[config.mk]
export PLATFORM = sky130hd
export DESIGN_NAME = sae_engine
export DESIGN_NICKNAME = d
export VERILOG_FILES = /design/src/rtl/sae_pkg.sv /design/src/rtl/sae_mod_add.sv /design/src/rtl/sae_engine.sv
export SDC_FILE = /design/constraint.sdc
export NUM_CORES = 1
export LEC_CHECK = 0
export CAP_MARGIN = 40
export CORE_UTILIZATION = 47
export DETAILED_ROUTE_END_ITERATION = 8
export GPL_TIMING_DRIVEN = 1
export PLACE_DENSITY = 0.74
export SLEW_MARGIN = 20
export SYNTH_ARGS = -nofsm -noshare
export SYNTH_HDL_FRONTEND = slang
export SYNTH_SLANG_ARGS = --single-unit
[constraint.sdc]
create_clock -name clk -period 2.74 [get_ports clk]
set_input_delay 0.548 -clock clk [delete_from_list [all_inputs] [get_ports clk]]
set_output_delay 0.548 -clock clk [all_outputs]
set_load 0.01 [all_outputs]
[src/rtl/sae_pkg.sv]
// Shared constants and types for the SAE responder: modulus, plaintext
// alphabet bounds, request modes and FSM states.
package sae_pkg;

  localparam int unsigned N        = 227;
  localparam logic [7:0]  N8       = 8'(N);
  localparam logic [7:0]  PTXT_MIN = 8'h61;
  localparam logic [7:0]  PTXT_MAX = 8'h7A;

  typedef enum logic [1:0] {
    MODE_NOP    = 2'b00,
    MODE_KEYGEN = 2'b01,
    MODE_ENC    = 2'b10,
    MODE_DEC    = 2'b11
  } sae_mode_t;

  typedef enum logic [1:0] {
    IDLE = 2'd0,
    EXEC = 2'd1,
    DONE = 2'd2
  } sae_state_t;

  // Keys, public or private, must lie in 1..N-1.
  function automatic logic key_in_range(input logic [7:0] k);
    return (k != 8'h00) && (k < N8);
  endfunction

endpackage

[src/rtl/sae_mod_add.sv]
// Combinational (a + b) mod N for operands already known to be below N,
// so a single conditional subtraction is enough.
module sae_mod_add
  import sae_pkg::*;
(
  input  logic [7:0] i_a,
  input  logic [7:0] i_b,
  output logic [7:0] o_sum
);

  logic [8:0] w_sum;
  logic [8:0] w_wrapped;

  assign w_sum     = {1'b0, i_a} + {1'b0, i_b};
  assign w_wrapped = w_sum - 9'(N);
  assign o_sum     = (w_sum >= 9'(N)) ? w_wrapped[7:0] : w_sum[7:0];

endmodule

[src/rtl/sae_engine.sv]
// SAE responder: captures one keygen/encrypt/decrypt request in IDLE,
// validates and computes in EXEC, and presents registered results in DONE.
module sae_engine
  import sae_pkg::*;
(
  input  logic       clk,
  input  logic       rst,
  input  logic [1:0] mode,
  input  logic [7:0] data_input,
  input  logic [7:0] key_input,
  input  logic       inputs_valid,
  output logic       busy,
  output logic [7:0] data_output,
  output logic       output_ready,
  output logic       err_invalid_ptxt_char,
  output logic       err_invalid_seckey,
  output logic       err_invalid_ctxt_char
);

  sae_state_t r_state;
  sae_state_t w_next_state;
  logic       w_accept;

  sae_mode_t  r_mode;
  logic [7:0] r_data;
  logic [7:0] r_key;

  logic [7:0] r_data_output;
  logic       r_output_ready;
  logic       r_err_ptxt;
  logic       r_err_key;
  logic       r_err_ctxt;

  logic [7:0] w_sum;
  logic [7:0] w_result;
  logic       w_err_ptxt;
  logic       w_err_key;
  logic       w_err_ctxt;
  logic       w_any_err;

  // NOTE: sequential state uses non-blocking assignments so every register
  // samples pre-edge values regardless of block ordering.
  always_ff @(posedge clk or posedge rst) begin
    if (rst) r_state <= IDLE;
    else     r_state <= w_next_state;
  end

  // NOTE: defaults first so no path through the case leaves a signal
  // unassigned, which would otherwise infer a latch.
  always_comb begin
    w_next_state = r_state;
    w_accept     = 1'b0;
    case (r_state)
      IDLE: begin
        if (inputs_valid && (mode != MODE_NOP)) begin
          w_accept     = 1'b1;
          w_next_state = EXEC;
        end
      end
      EXEC:    w_next_state = DONE;
      DONE:    w_next_state = IDLE;
      default: w_next_state = IDLE;
    endcase
  end

  always_ff @(posedge clk or posedge rst) begin
    if (rst) begin
      r_mode <= MODE_NOP;
      r_data <= 8'h00;
      r_key  <= 8'h00;
    end else if (w_accept) begin
      r_mode <= sae_mode_t'(mode);
      r_data <= data_input;
      r_key  <= key_input;
    end
  end

  // Encrypt adds the public key, decrypt adds the private key: same adder.
  sae_mod_add u_mod_add (
    .i_a   (r_data),
    .i_b   (r_key),
    .o_sum (w_sum)
  );

  assign w_err_key  = !key_in_range(r_key);
  assign w_err_ptxt = (r_mode == MODE_ENC) &&
                      ((r_data < PTXT_MIN) || (r_data > PTXT_MAX));
  assign w_err_ctxt = (r_mode == MODE_DEC) && (r_data >= N8);
  assign w_any_err  = w_err_key | w_err_ptxt | w_err_ctxt;
  assign w_result   = (r_mode == MODE_KEYGEN) ? (N8 - r_key) : w_sum;

  // Pulses are written only on the EXEC->DONE edge and cleared on every
  // other edge; data_output keeps its last value until the next EXEC.
  always_ff @(posedge clk or posedge rst) begin
    if (rst) begin
      r_data_output  <= 8'h00;
      r_output_ready <= 1'b0;
      r_err_ptxt     <= 1'b0;
      r_err_key      <= 1'b0;
      r_err_ctxt     <= 1'b0;
    end else if (r_state == EXEC) begin
      r_data_output  <= w_any_err ? 8'h00 : w_result;
      r_output_ready <= !w_any_err;
      r_err_ptxt     <= w_err_ptxt;
      r_err_key      <= w_err_key;
      r_err_ctxt     <= w_err_ctxt;
    end else begin
      r_output_ready <= 1'b0;
      r_err_ptxt     <= 1'b0;
      r_err_key      <= 1'b0;
      r_err_ctxt     <= 1'b0;
    end
  end

  assign busy                  = (r_state != IDLE);
  assign data_output           = r_data_output;
  assign output_ready          = r_output_ready;
  assign err_invalid_ptxt_char = r_err_ptxt;
  assign err_invalid_seckey    = r_err_key;
  assign err_invalid_ctxt_char = r_err_ctxt;

endmodule

==> impl_metrics.xml, run 1 <==
<?xml version="1.0" encoding="UTF-8"?>
<metrics>
  <group name="outcome">
    <metric name="outcome" unit="">finished, final reports clean</metric>
  </group>
  <group name="timing">
    <metric name="max-slew-margin-rel" unit="">0.643</metric>
    <metric name="min_period" unit="ns">2.72</metric>
    <metric name="slew_viol_final" unit="">0</metric>
    <metric name="largest_clock_skew_in_the_final_design" unit="ns">0.00625</metric>
    <metric name="report.final.setup_viol" unit="">0</metric>
    <metric name="achievable-frequency" unit="MHz">367</metric>
    <metric name="fin_ws" unit="ns">0.0153</metric>
    <metric name="fin_crit_sh" unit="">0.994</metric>
    <metric name="finalHoldViolCount" unit="">0</metric>
    <metric name="tightestPinTransition" unit="ns">0.532</metric>
    <metric name="rsz0062_at_grt" unit="">yes</metric>
  </group>
  <group name="layout">
    <metric name="areaGrowthSynthToFinish" unit="%">31.9</metric>
    <metric name="nNetsFinal" unit="">278</metric>
    <metric name="n_antenna_cell" unit="">0</metric>
    <metric name="final_layout_size_suffix_gt1_frac" unit="">0.231</metric>
    <metric name="postLayoutCellArea" unit="sq um">2620</metric>
  </group>
  <group name="clock_network">
    <metric name="tritoncts_clock_tree" unit="">built</metric>
    <metric name="worstSkewPairLatency" unit="ns">0.29</metric>
    <metric name="cts.sink_count" unit="">32</metric>
    <metric name="ctsHoldBuffers" unit="">0</metric>
    <metric name="worst_setup_hold_path_clk_slew" unit="ns">0.07</metric>
    <metric name="cts.htree.levels" unit="">2</metric>
    <metric name="numCtsBuffers" unit="">5</metric>
    <metric name="ctsLongestPathBuffers" unit="">2</metric>
    <metric name="master_cell_of_the_clock_root_buffer" unit="">sky130_fd_sc_hd__clkbuf_8</metric>
  </group>
  <group name="die">
    <metric name="x_dimension_of_the_die" unit="um">67</metric>
    <metric name="core_area" unit="sq um">4030</metric>
    <metric name="die_outline_area" unit="sq um">4490</metric>
    <metric name="die_h" unit="um">67</metric>
    <metric name="ioPinCount" unit="">34</metric>
    <metric name="start_util" unit="">0.493</metric>
    <metric name="floorplan.rows" unit="">23</metric>
  </group>
  <group name="synthesis">
    <metric name="netlist_instances" unit="">193</metric>
    <metric name="synth.distinct_cells" unit="">47</metric>
    <metric name="synth-seq-area-share" unit="">0.403</metric>
    <metric name="synthesis.yosys.warnings" unit="">0</metric>
    <metric name="synthesis.nets" unit="">225</metric>
    <metric name="async_flop_share" unit="">1.00</metric>
    <metric name="mappedNetlistArea" unit="sq um">1990</metric>
    <metric name="synth-seq-cells" unit="">32</metric>
    <metric name="number_of_flops_mapped_to_enable_cells_by_yosys" unit="">0</metric>
    <metric name="postSynth.topFlopCell" unit="">sky130_fd_sc_hd__dfrtp_1</metric>
    <metric name="synth_area_per_cell" unit="sq um">10.3</metric>
  </group>
  <group name="pwr">
    <metric name="power.density_cell_area" unit="nW/um^2">1080</metric>
    <metric name="irDropWorstVdd" unit="uV">551</metric>
    <metric name="clkPwrFrac" unit="">0.136</metric>
    <metric name="p_sw" unit="mW">1.18</metric>
    <metric name="power.sequential.fraction" unit="">0.250</metric>
    <metric name="power.combinational.fraction" unit="">0.613</metric>
    <metric name="power_report.internal_total" unit="mW">1.66</metric>
    <metric name="switching_share" unit="">0.417</metric>
    <metric name="power_leakage" unit="nW">1.09</metric>
  </group>
  <group name="worst_setup_path">
    <metric name="worstSetupPathType" unit="">reg2reg</metric>
    <metric name="critPathCaptureType" unit="">flip-flop</metric>
    <metric name="critical_path_required" unit="ns">2.91</metric>
    <metric name="timing.critical_path.arrival" unit="ns">2.90</metric>
    <metric name="cp-start-kind" unit="">flip-flop</metric>
    <metric name="cp_max_fo" unit="">5</metric>
  </group>
  <group name="drt">
    <metric name="drt-total-wl" unit="um">4410</metric>
    <metric name="detail-route-antenna-nets" unit="">0</metric>
    <metric name="drt-vias-per-instance" unit="">5.57</metric>
    <metric name="total_drc_errors_in_the_routed_layout" unit="">0</metric>
    <metric name="routed_wirelength_normalized_by_instance_count" unit="um">14.8</metric>
    <metric name="drtIter0Drc" unit="">77</metric>
    <metric name="route.vias.total" unit="">1655</metric>
    <metric name="dr.pass1.iters" unit="">4</metric>
  </group>
  <group name="global_routing">
    <metric name="global_route.usage.total" unit="">0.223</metric>
    <metric name="grt_max_degree" unit="">33</metric>
    <metric name="grt_first_pass_wirelength" unit="um">7180</metric>
    <metric name="global_route.overflow_total" unit="">0</metric>
    <metric name="grt_pass1_vias" unit="">1471</metric>
    <metric name="grt_antenna_before_repair" unit="">0</metric>
  </group>
  <group name="flow_run">
    <metric name="drv_cap" unit="">0</metric>
  </group>
  <group name="place">
    <metric name="dp_worst_setup_slack" unit="ns">-0.00255</metric>
    <metric name="cell_area_reported_after_detailed_placement" unit="sq um">2450</metric>
    <metric name="numPortBuffers" unit="">33</metric>
    <metric name="globalplace.congestion" unit="">0.892</metric>
    <metric name="dp_hpwl" unit="um">3370</metric>
  </group>
  <group name="hold_path">
    <metric name="hold_path_class" unit="">reg2reg</metric>
  </group>
</metrics>
## cells by family after synthesis
logic type	share of synthesized area
adder cells (fa/ha/maj)	0.0731
multiplexers	0.111
AND/OR/NAND/NOR	0.163
AO/OA/AOI/OAI	0.164
XOR/XNOR	0.0725
buffers and inverters	0.0132
flip-flops	0.403
## sequential cells by signal (all words and copies together) (netlist names)
signal	cells
data_output	8
r_data	8
r_key	8
r_mode	2
r_state	2
err_invalid_ctxt_char	1
err_invalid_ptxt_char	1
err_invalid_seckey	1
output_ready	1
## placed cells by master (no fill, tap or decap), drive strengths merged, types with 2 or more instances in the layout
master	Yosys	layout
clkdlybuf4s50	0	33
dfrtp	32	32
mux2	16	16
buf	0	16
o21ai	16	16
nand2	15	15
nor2	15	15
ha	10	10
a21oi	9	9
xor2	8	8
clkbuf	3	7
nor3	6	6
nor2b	6	6
nand3	6	6
a31oi	5	5
o31ai	5	5
xnor2	5	5
mux2i	4	4
nand2b	3	3
inv	3	3
a211oi	3	3
nand4	2	2
nor4	2	2
or3	2	2
## repair_timing
action                     4_1_cts  5_1_grt
pin swaps                        0        9
buffers inserted                 0        5
gates resized for setup          2        5
setup endpoints to repair        1        7
## worst max-delay path, stage by stage, from the launching register on
cell	delay, ns
sky130_fd_sc_hd__dfrtp_1	0.38
sky130_fd_sc_hd__ha_2	0.21
sky130_fd_sc_hd__fa_2	0.42
sky130_fd_sc_hd__a211oi_4	0.36
sky130_fd_sc_hd__nor2_4	0.08
sky130_fd_sc_hd__xnor2_2	0.23
sky130_fd_sc_hd__nand4b_1	0.20
sky130_fd_sc_hd__a31oi_4	0.28
sky130_fd_sc_hd__mux2i_1	0.10
sky130_fd_sc_hd__or3_1	0.34
## path summary, 6_finish.rpt
| check | start | slack (ns) | depth (start not counted) | to |
|---|---|---|---|---|
| max | r_key[0] | 0.02 | 9 | data_output[3] |
| min | data_output[0] | 0.51 | 2 | data_output[0] |
| max reg2reg | r_key[0] | 0.02 | 9 | data_output[3] |
| min reg2reg | data_output[0] | 0.51 | 2 | data_output[0] |
| max in group asynchronous | rst | 1.82 | 3 | r_data[6] |
| min in group asynchronous | rst | 0.64 | 3 | err_invalid_ctxt_char |
## through the flow
step	hold WS, ns	utilization	std cells	TNS [ns]	power [mW]
final	0.509	0.650	297	0	2.84
after global routing	0.546	0.650	297	-0.314	3.03
after CTS	0.510	0.635	292	0	2.68
after detailed placement	0.495	0.609	284	-0.00255	2.26
after global placement	0.490	0.609	284	0	2.23
after floorplan	0.510	-	193	0	1.80
## synthesized netlist by cell type, types with 2 or more instances
library cell               number  share of area
sky130_fd_sc_hd__o21ai_0       13          0.033
sky130_fd_sc_hd__xnor2_2        2          0.016
sky130_fd_sc_hd__o21ai_1        3         0.0076
sky130_fd_sc_hd__clkbuf_1       3         0.0057
sky130_fd_sc_hd__a31oi_1        4          0.013
sky130_fd_sc_hd__nor2_1        14          0.026
sky130_fd_sc_hd__xor2_2         2          0.016
sky130_fd_sc_hd__nand3_1        6          0.015
sky130_fd_sc_hd__dfrtp_1       32           0.40
sky130_fd_sc_hd__nor3_1         6          0.015
sky130_fd_sc_hd__a21oi_1        9          0.023
sky130_fd_sc_hd__xor2_1         6          0.026
sky130_fd_sc_hd__nor4_1         2         0.0063
sky130_fd_sc_hd__or3_1          2         0.0063
sky130_fd_sc_hd__nor2b_1        6          0.019
sky130_fd_sc_hd__ha_1          10          0.063
sky130_fd_sc_hd__inv_1          3         0.0057
sky130_fd_sc_hd__o31ai_1        3          0.011
sky130_fd_sc_hd__mux2_2        16          0.091
sky130_fd_sc_hd__mux2i_1        4          0.020
sky130_fd_sc_hd__a211oi_2       2          0.013
sky130_fd_sc_hd__xnor2_1        3          0.013
sky130_fd_sc_hd__nand2_1       15          0.028
sky130_fd_sc_hd__nand4_1        2         0.0063
sky130_fd_sc_hd__nand2b_1       3         0.0095
## routing by layer
metal / global-route usage / up-vias / part of all wire
met1: 0.281 / 786 / 0.46
met3: 0.0514 / 8 / 0.044
met4: 0.0798 / 0 / 0.017
met2: 0.366 / 52 / 0.48
li1: - / 809 / -
met5: 0 / - / 0
## layout make-up
type                            instances  area (sq um)
Multi-Input combinational cell        154          1190
Clock buffer                            7          86.3
Sequential cell                        32           801
Inverter                                4          15.0
Fill cell                             342          1410
Clock inverter                          1          7.51
Timing Repair Buffer                   49           454
Tap cell                               50          62.6
## power groups by stage
stage          Combinational (mW)  Sequential (mW)  Clock, mW
3_3_place_gp                 1.52            0.708          0
6_report                     1.74            0.711      0.387
4_1_cts                      1.58            0.708      0.392
2_1_floorplan                1.07            0.732          0
5_1_grt                      1.89            0.725      0.414
3_5_place_dp                 1.55            0.717          0
Note: power is estimated with default switching activity, not from simulation.
==> inputs of run 2 (changes only) <==
Settings changed: MAX_ROUTING_LAYER set to met4.
==> run 2 against run 1 <==
Critical path depth is the same. Final cell count down 1.0%. Combinational power is 5% lower. Sequential share of layout area barely moved. Total power rose by 0.54%. Wire length is 1.2% lower. Clock skew is 0.00070 ns higher. Sequential power decreased by 0.7%. Non-clock buffer count down 3. Final area about the same. Core utilization rose by 0.062 points. Critical path type unchanged. Largest power group unchanged.
==> impl_metrics.xml, run 2 (synthesized netlist as in run 1, its figures left out) <==
<?xml version="1.0" encoding="UTF-8"?>
<metrics>
  <group name="clock_network">
    <metric name="worstSkewPairLatency" unit="ns">0.29</metric>
    <metric name="ctsHoldBuffers" unit="">0</metric>
    <metric name="cts.sink_count" unit="">32</metric>
    <metric name="worst_setup_hold_path_clk_slew" unit="ns">0.07</metric>
    <metric name="cts.htree.levels" unit="">2</metric>
    <metric name="numCtsBuffers" unit="">5</metric>
    <metric name="ctsLongestPathBuffers" unit="">2</metric>
    <metric name="tritoncts_clock_tree" unit="">built</metric>
    <metric name="master_cell_of_the_clock_root_buffer" unit="">sky130_fd_sc_hd__clkbuf_8</metric>
  </group>
  <group name="worst_setup_path">
    <metric name="critical_path_required" unit="ns">2.91</metric>
    <metric name="timing.critical_path.max_delay_family" unit="">adder cells</metric>
    <metric name="cp_max_fo" unit="">5</metric>
    <metric name="slowest_stage" unit="">sky130_fd_sc_hd__dfrtp_1</metric>
    <metric name="critical_path.max_stage_delay" unit="ns">0.39</metric>
    <metric name="crit_path_cell_trace" unit="">ha_1 &gt; fa_2 &gt; a211oi_4 &gt; nor2_2 &gt; xnor2_2 &gt; nand4b_1 &gt; a31oi_4 &gt; mux2i_1 &gt; or3_1</metric>
    <metric name="timing.critical_path.buf_inv" unit="">0</metric>
    <metric name="critPathCaptureType" unit="">flip-flop</metric>
    <metric name="timing.critical_path.arrival" unit="ns">2.79</metric>
    <metric name="cp-start-kind" unit="">flip-flop</metric>
    <metric name="worstSetupPathType" unit="">reg2reg</metric>
  </group>
  <group name="global_routing">
    <metric name="grt_pass1_vias" unit="">1576</metric>
    <metric name="grt_first_pass_wirelength" unit="um">7360</metric>
    <metric name="global_route.overflow_total" unit="">0</metric>
    <metric name="grt_antenna_before_repair" unit="">0</metric>
    <metric name="grt_max_degree" unit="">33</metric>
    <metric name="global_route.usage.total" unit="">0.233</metric>
  </group>
  <group name="layout">
    <metric name="finish.utilization" unit="">0.651</metric>
    <metric name="num-fill-cells" unit="">365</metric>
    <metric name="final_layout_size_suffix_gt1_frac" unit="">0.221</metric>
    <metric name="most_common_cell_after_layout_fill_and_taps_aside" unit="">sky130_fd_sc_hd__clkdlybuf4s50_1</metric>
    <metric name="layout_common_cells" unit="">33 x sky130_fd_sc_hd__clkdlybuf4s50_1, 32 x sky130_fd_sc_hd__dfrtp_1, 16 x sky130_fd_sc_hd__mux2_2, 15 x sky130_fd_sc_hd__nand2_1, 14 x sky130_fd_sc_hd__nor2_1</metric>
    <metric name="n_antenna_cell" unit="">0</metric>
    <metric name="areaGrowthSynthToFinish" unit="%">32.0</metric>
    <metric name="multiInputGateArea" unit="sq um">1180</metric>
    <metric name="ff_latch_area" unit="sq um">801</metric>
    <metric name="stdcell_count" unit="">294</metric>
    <metric name="postLayoutCellArea" unit="sq um">2620</metric>
    <metric name="nNetsFinal" unit="">275</metric>
  </group>
  <group name="place">
    <metric name="cell_area_reported_after_detailed_placement" unit="sq um">2460</metric>
    <metric name="post-place-cells" unit="">285</metric>
    <metric name="dp_worst_setup_slack" unit="ns">-0.00800</metric>
    <metric name="globalplace.congestion" unit="">0.822</metric>
    <metric name="dp_hpwl" unit="um">3440</metric>
    <metric name="numPortBuffers" unit="">33</metric>
  </group>
  <group name="drt">
    <metric name="drt-total-wl" unit="um">4350</metric>
    <metric name="drt-vias-per-instance" unit="">5.46</metric>
    <metric name="wl_met3" unit="um">168</metric>
    <metric name="detail-route-antenna-nets" unit="">0</metric>
    <metric name="wl_met1" unit="um">1970</metric>
    <metric name="highest-signal-layer" unit="">met4</metric>
    <metric name="total_drc_errors_in_the_routed_layout" unit="">0</metric>
    <metric name="dr.pass1.iters" unit="">4</metric>
    <metric name="route.vias.total" unit="">1604</metric>
    <metric name="routed_wirelength_normalized_by_instance_count" unit="um">14.8</metric>
    <metric name="met2_length" unit="um">2180</metric>
    <metric name="drtIter0Drc" unit="">56</metric>
  </group>
  <group name="outcome">
    <metric name="outcome" unit="">finished, final reports clean</metric>
  </group>
  <group name="die">
    <metric name="floorplan.rows" unit="">23</metric>
    <metric name="die_outline_area" unit="sq um">4490</metric>
    <metric name="start_util" unit="">0.493</metric>
    <metric name="x_dimension_of_the_die" unit="um">67</metric>
    <metric name="core_area" unit="sq um">4030</metric>
    <metric name="die_h" unit="um">67</metric>
    <metric name="ioPinCount" unit="">34</metric>
  </group>
  <group name="timing">
    <metric name="min_period" unit="ns">2.62</metric>
    <metric name="fin_crit_sh" unit="">0.957</metric>
    <metric name="largest_clock_skew_in_the_final_design" unit="ns">0.00694</metric>
    <metric name="achievable-frequency" unit="MHz">382</metric>
    <metric name="finalHoldViolCount" unit="">0</metric>
    <metric name="fin_ws" unit="ns">0.119</metric>
    <metric name="timing.setup.tns" unit="ns">0</metric>
    <metric name="slew_viol_final" unit="">0</metric>
    <metric name="max-slew-margin-rel" unit="">0.612</metric>
    <metric name="rsz0062_at_grt" unit="">yes</metric>
    <metric name="report.final.setup_viol" unit="">0</metric>
    <metric name="tightestPinTransition" unit="ns">0.577</metric>
  </group>
  <group name="hold_path">
    <metric name="hold_path_class" unit="">reg2reg</metric>
  </group>
  <group name="flow_run">
    <metric name="drv_cap" unit="">0</metric>
  </group>
  <group name="pwr">
    <metric name="power.density_cell_area" unit="nW/um^2">1090</metric>
    <metric name="irDropWorstVdd" unit="uV">548</metric>
    <metric name="power_leakage" unit="nW">1.10</metric>
  </group>
</metrics>
-- run 2: changes by cell type in the layout (fill, tap and decap cells not counted), sizes merged --
cell | previous run | this run
buf | 16 | 13
bufinv | 0 | 1
clkinvlp | 1 | 0
-- run 2: final timing paths --
check,end,slack (ns),start,depth (start not counted)
max,data_output[3],0.12,r_data[0],9
min,data_output[0],0.52,data_output[0],2
max reg2reg,data_output[3],0.12,r_data[0],9
min reg2reg,data_output[0],0.52,data_output[0],2
max in group asynchronous,r_key[2],1.82,rst,3
min in group asynchronous,data_output[2],0.64,rst,3
-- run 2: repair_timing --
action                                  CTS  global route
setup buffers                             0             1
endpoints found under the setup margin    2             7
pin swaps                                 0             3
resized for setup                         1             4
-- run 2: layout make-up --
cell class / instances / share of cell area
Timing Repair Buffer: 46 / 0.165
Multi-Input combinational cell: 154 / 0.452
Tap cell: 50 / 0.0239
Inverter: 4 / 0.00573
Sequential cell: 32 / 0.305
Clock buffer: 7 / 0.0368
Clock inverter: 1 / 0.0115
-- run 2: report_power, final --
part / switching [mW] / internal (mW)
registers: 0.104 / 0.602
clock network: 0.180 / 0.321
logic: 0.858 / 0.791
-- run 2: worst register-to-register path, delay by kind of cell, from the launching register on --
family                   cells  cell delay, ns
AO/OA/AOI/OAI                2            0.60
XOR/XNOR                     1            0.16
adder cells (fa/ha/maj)      2            0.63
flip-flops                   1            0.39
multiplexers                 1            0.10
AND/OR/NAND/NOR              3            0.62
-- run 2: metrics by stage --
step | power, mW | hold WS, ns
4_1_cts | 2.80 | 0.525
6_report | 2.86 | 0.516
3_3_place_gp | 2.24 | 0.490
3_5_place_dp | 2.27 | 0.510
2_1_floorplan | 1.80 | 0.510
5_1_grt | 3.05 | 0.568
-- run 2: layer usage --
metal	track usage	vias up
li1	-	805
met1	0.277	755
met2	0.380	38
met3	0.0616	6
met4	0.0771	0
met5	-	-
==> inputs of run 3 (changes only) <==
Settings changed: CORE_ASPECT_RATIO set to 1.5, CTS_CLUSTER_DIAMETER set to 150.
==> run 3 against run 2 <==
Clock-buffer cell count stayed put. Maximum frequency is 0.44% higher. Wire length is 2.4% higher. First-iteration DRC count is 34% lower. Register-to-register slack hardly changed. Critical path type unchanged.
==> impl_metrics.xml, run 3 (synthesized netlist as in run 1, its figures left out) <==
<?xml version="1.0" encoding="UTF-8"?>
<metrics>
  <group name="timing">
    <metric name="fin_ws" unit="ns">0.130</metric>
    <metric name="min_period" unit="ns">2.61</metric>
    <metric name="report.final.setup_viol" unit="">0</metric>
    <metric name="finalHoldViolCount" unit="">0</metric>
    <metric name="slew_viol_final" unit="">0</metric>
    <metric name="timing.setup.tns" unit="ns">0</metric>
    <metric name="achievable-frequency" unit="MHz">383</metric>
    <metric name="largest_clock_skew_in_the_final_design" unit="ns">0.00530</metric>
    <metric name="hold-worst-slack" unit="ns">0.528</metric>
    <metric name="tightestPinTransition" unit="ns">0.491</metric>
    <metric name="fin_crit_sh" unit="">0.952</metric>
    <metric name="max-slew-margin-rel" unit="">0.669</metric>
  </group>
  <group name="place">
    <metric name="dp_hpwl" unit="um">3450</metric>
    <metric name="globalplace.congestion" unit="">0.877</metric>
    <metric name="cell_area_reported_after_detailed_placement" unit="sq um">2440</metric>
    <metric name="numPortBuffers" unit="">33</metric>
    <metric name="dp_worst_setup_slack" unit="ns">0.0366</metric>
    <metric name="post-place-cells" unit="">278</metric>
  </group>
  <group name="worst_setup_path">
    <metric name="slowest_stage" unit="">sky130_fd_sc_hd__fa_2</metric>
    <metric name="cp_max_fo" unit="">5</metric>
    <metric name="critPathCaptureType" unit="">flip-flop</metric>
    <metric name="cp-start-kind" unit="">flip-flop</metric>
    <metric name="rrSetupSlack" unit="ns">0.13</metric>
    <metric name="crit_path_cell_trace" unit="">ha_2 &gt; fa_2 &gt; a211oi_4 &gt; nor2_2 &gt; xnor2_2 &gt; nand4b_1 &gt; a31oi_4 &gt; mux2i_1 &gt; or3_1</metric>
    <metric name="critical_path_required" unit="ns">2.91</metric>
    <metric name="timing.critical_path.arrival" unit="ns">2.78</metric>
    <metric name="worstSetupPathType" unit="">reg2reg</metric>
    <metric name="critical_path.max_stage_delay" unit="ns">0.39</metric>
  </group>
  <group name="layout">
    <metric name="nNetsFinal" unit="">275</metric>
    <metric name="num-fill-cells" unit="">342</metric>
    <metric name="stdcell_count" unit="">289</metric>
    <metric name="most_common_cell_after_layout_fill_and_taps_aside" unit="">sky130_fd_sc_hd__clkdlybuf4s50_1</metric>
    <metric name="final_layout_size_suffix_gt1_frac" unit="">0.225</metric>
    <metric name="postLayoutCellArea" unit="sq um">2590</metric>
    <metric name="n_antenna_cell" unit="">0</metric>
    <metric name="finish.utilization" unit="">0.649</metric>
    <metric name="areaGrowthSynthToFinish" unit="%">30.6</metric>
    <metric name="layout_common_cells" unit="">33 x sky130_fd_sc_hd__clkdlybuf4s50_1, 32 x sky130_fd_sc_hd__dfrtp_1, 16 x sky130_fd_sc_hd__mux2_2, 15 x sky130_fd_sc_hd__nand2_1, 14 x sky130_fd_sc_hd__nor2_1</metric>
  </group>
  <group name="die">
    <metric name="ioPinCount" unit="">34</metric>
    <metric name="core_area" unit="sq um">3990</metric>
    <metric name="die_outline_area" unit="sq um">4490</metric>
    <metric name="start_util" unit="">0.497</metric>
    <metric name="die_h" unit="um">81.6</metric>
    <metric name="floorplan.rows" unit="">28</metric>
    <metric name="x_dimension_of_the_die" unit="um">55.1</metric>
  </group>
  <group name="clock_network">
    <metric name="master_cell_of_the_clock_root_buffer" unit="">sky130_fd_sc_hd__clkbuf_8</metric>
    <metric name="worstSkewPairLatency" unit="ns">0.30</metric>
    <metric name="cts.sink_count" unit="">32</metric>
    <metric name="worst_setup_hold_path_clk_slew" unit="ns">0.07</metric>
    <metric name="tritoncts_clock_tree" unit="">built</metric>
    <metric name="cts.htree.levels" unit="">2</metric>
    <metric name="numCtsBuffers" unit="">5</metric>
    <metric name="ctsLongestPathBuffers" unit="">2</metric>
  </group>
  <group name="drt">
    <metric name="drtIter0Drc" unit="">37</metric>
    <metric name="drt-vias-per-instance" unit="">5.73</metric>
    <metric name="total_drc_errors_in_the_routed_layout" unit="">0</metric>
    <metric name="routed_wirelength_normalized_by_instance_count" unit="um">15.4</metric>
    <metric name="dr.pass1.iters" unit="">4</metric>
    <metric name="drt-total-wl" unit="um">4460</metric>
    <metric name="route.vias.total" unit="">1656</metric>
    <metric name="detail-route-antenna-nets" unit="">0</metric>
  </group>
  <group name="pwr">
    <metric name="power_leakage" unit="nW">1.08</metric>
    <metric name="power.density_cell_area" unit="nW/um^2">1070</metric>
    <metric name="irDropWorstVdd" unit="uV">777</metric>
    <metric name="report.power.total" unit="mW">2.77</metric>
  </group>
  <group name="global_routing">
    <metric name="globalRouteMet1Util" unit="">0.276</metric>
    <metric name="grt_antenna_before_repair" unit="">0</metric>
    <metric name="global_route.usage.total" unit="">0.246</metric>
    <metric name="grt_first_pass_wirelength" unit="um">7580</metric>
    <metric name="busiest_layer" unit="">met2</metric>
    <metric name="use_met2" unit="">0.399</metric>
    <metric name="global_route.overflow_total" unit="">0</metric>
    <metric name="grt_pass1_vias" unit="">1617</metric>
    <metric name="grtUsageMet3" unit="">0.0500</metric>
    <metric name="grt_max_degree" unit="">33</metric>
  </group>
  <group name="hold_path">
    <metric name="hold_path_class" unit="">reg2reg</metric>
  </group>
  <group name="outcome">
    <metric name="outcome" unit="">finished, final reports clean</metric>
  </group>
  <group name="flow_run">
    <metric name="drv_cap" unit="">0</metric>
  </group>
</metrics>
run 3: cell types whose count changed in the layout (fill, tap and decap cells not counted), sizes merged:
| cell | previous run | this run |
|---|---|---|
| bufinv | 1 | 0 |
| clkinvlp | 0 | 1 |
run 3: final cells by class:
| type | instances | area [sq um] | area share |
|---|---|---|---|
| inverter | 4 | 15.0 | 0.00579 |
| tap | 45 | 56.3 | 0.0217 |
| sequential | 32 | 801 | 0.309 |
| timing repair buffer | 46 | 428 | 0.165 |
| clock inverter | 1 | 7.51 | 0.00290 |
| multi-input combinational | 154 | 1200 | 0.462 |
| clock buffer | 7 | 86.3 | 0.0333 |
run 3: timing repair:
action	CTS	global route
setup endpoints to repair	0	7
resized for setup	0	7
buffers inserted	0	3
hold buffers	0	0
run 3: worst max-delay path: cells and delay by family, from the launching register on:
kind / cells / cell delay (ns)
AO/OA/AOI/OAI: 2 / 0.60
XOR/XNOR: 1 / 0.18
adder cells (fa/ha/maj): 2 / 0.60
flip-flops: 1 / 0.38
multiplexers: 1 / 0.10
AND/OR/NAND/NOR: 3 / 0.63
run 3: metal layers:
| layer | up-vias | part of all wire |
|---|---|---|
| li1 | 807 | - |
| met1 | 791 | 0.40 |
| met2 | 47 | 0.53 |
| met3 | 11 | 0.035 |
| met4 | 0 | 0.033 |
| met5 | - | 0 |
run 3: path summary, 6_finish.rpt:
kind / depth (start not counted) / to / startpoint
setup / recovery: 9 / data_output[3] / r_data[0]
setup reg to reg: 9 / data_output[3] / r_data[0]
hold / removal: 2 / data_output[0] / data_output[0]
min in group asynchronous: 3 / r_state[0] / rst
max in group asynchronous: 3 / r_key[6] / rst
hold reg to reg: 2 / data_output[0] / data_output[0]
run 3: power breakdown:
part	internal [mW]	switching [mW]
Combinational	0.807	0.865
Sequential	0.602	0.105
Clock	0.204	0.183
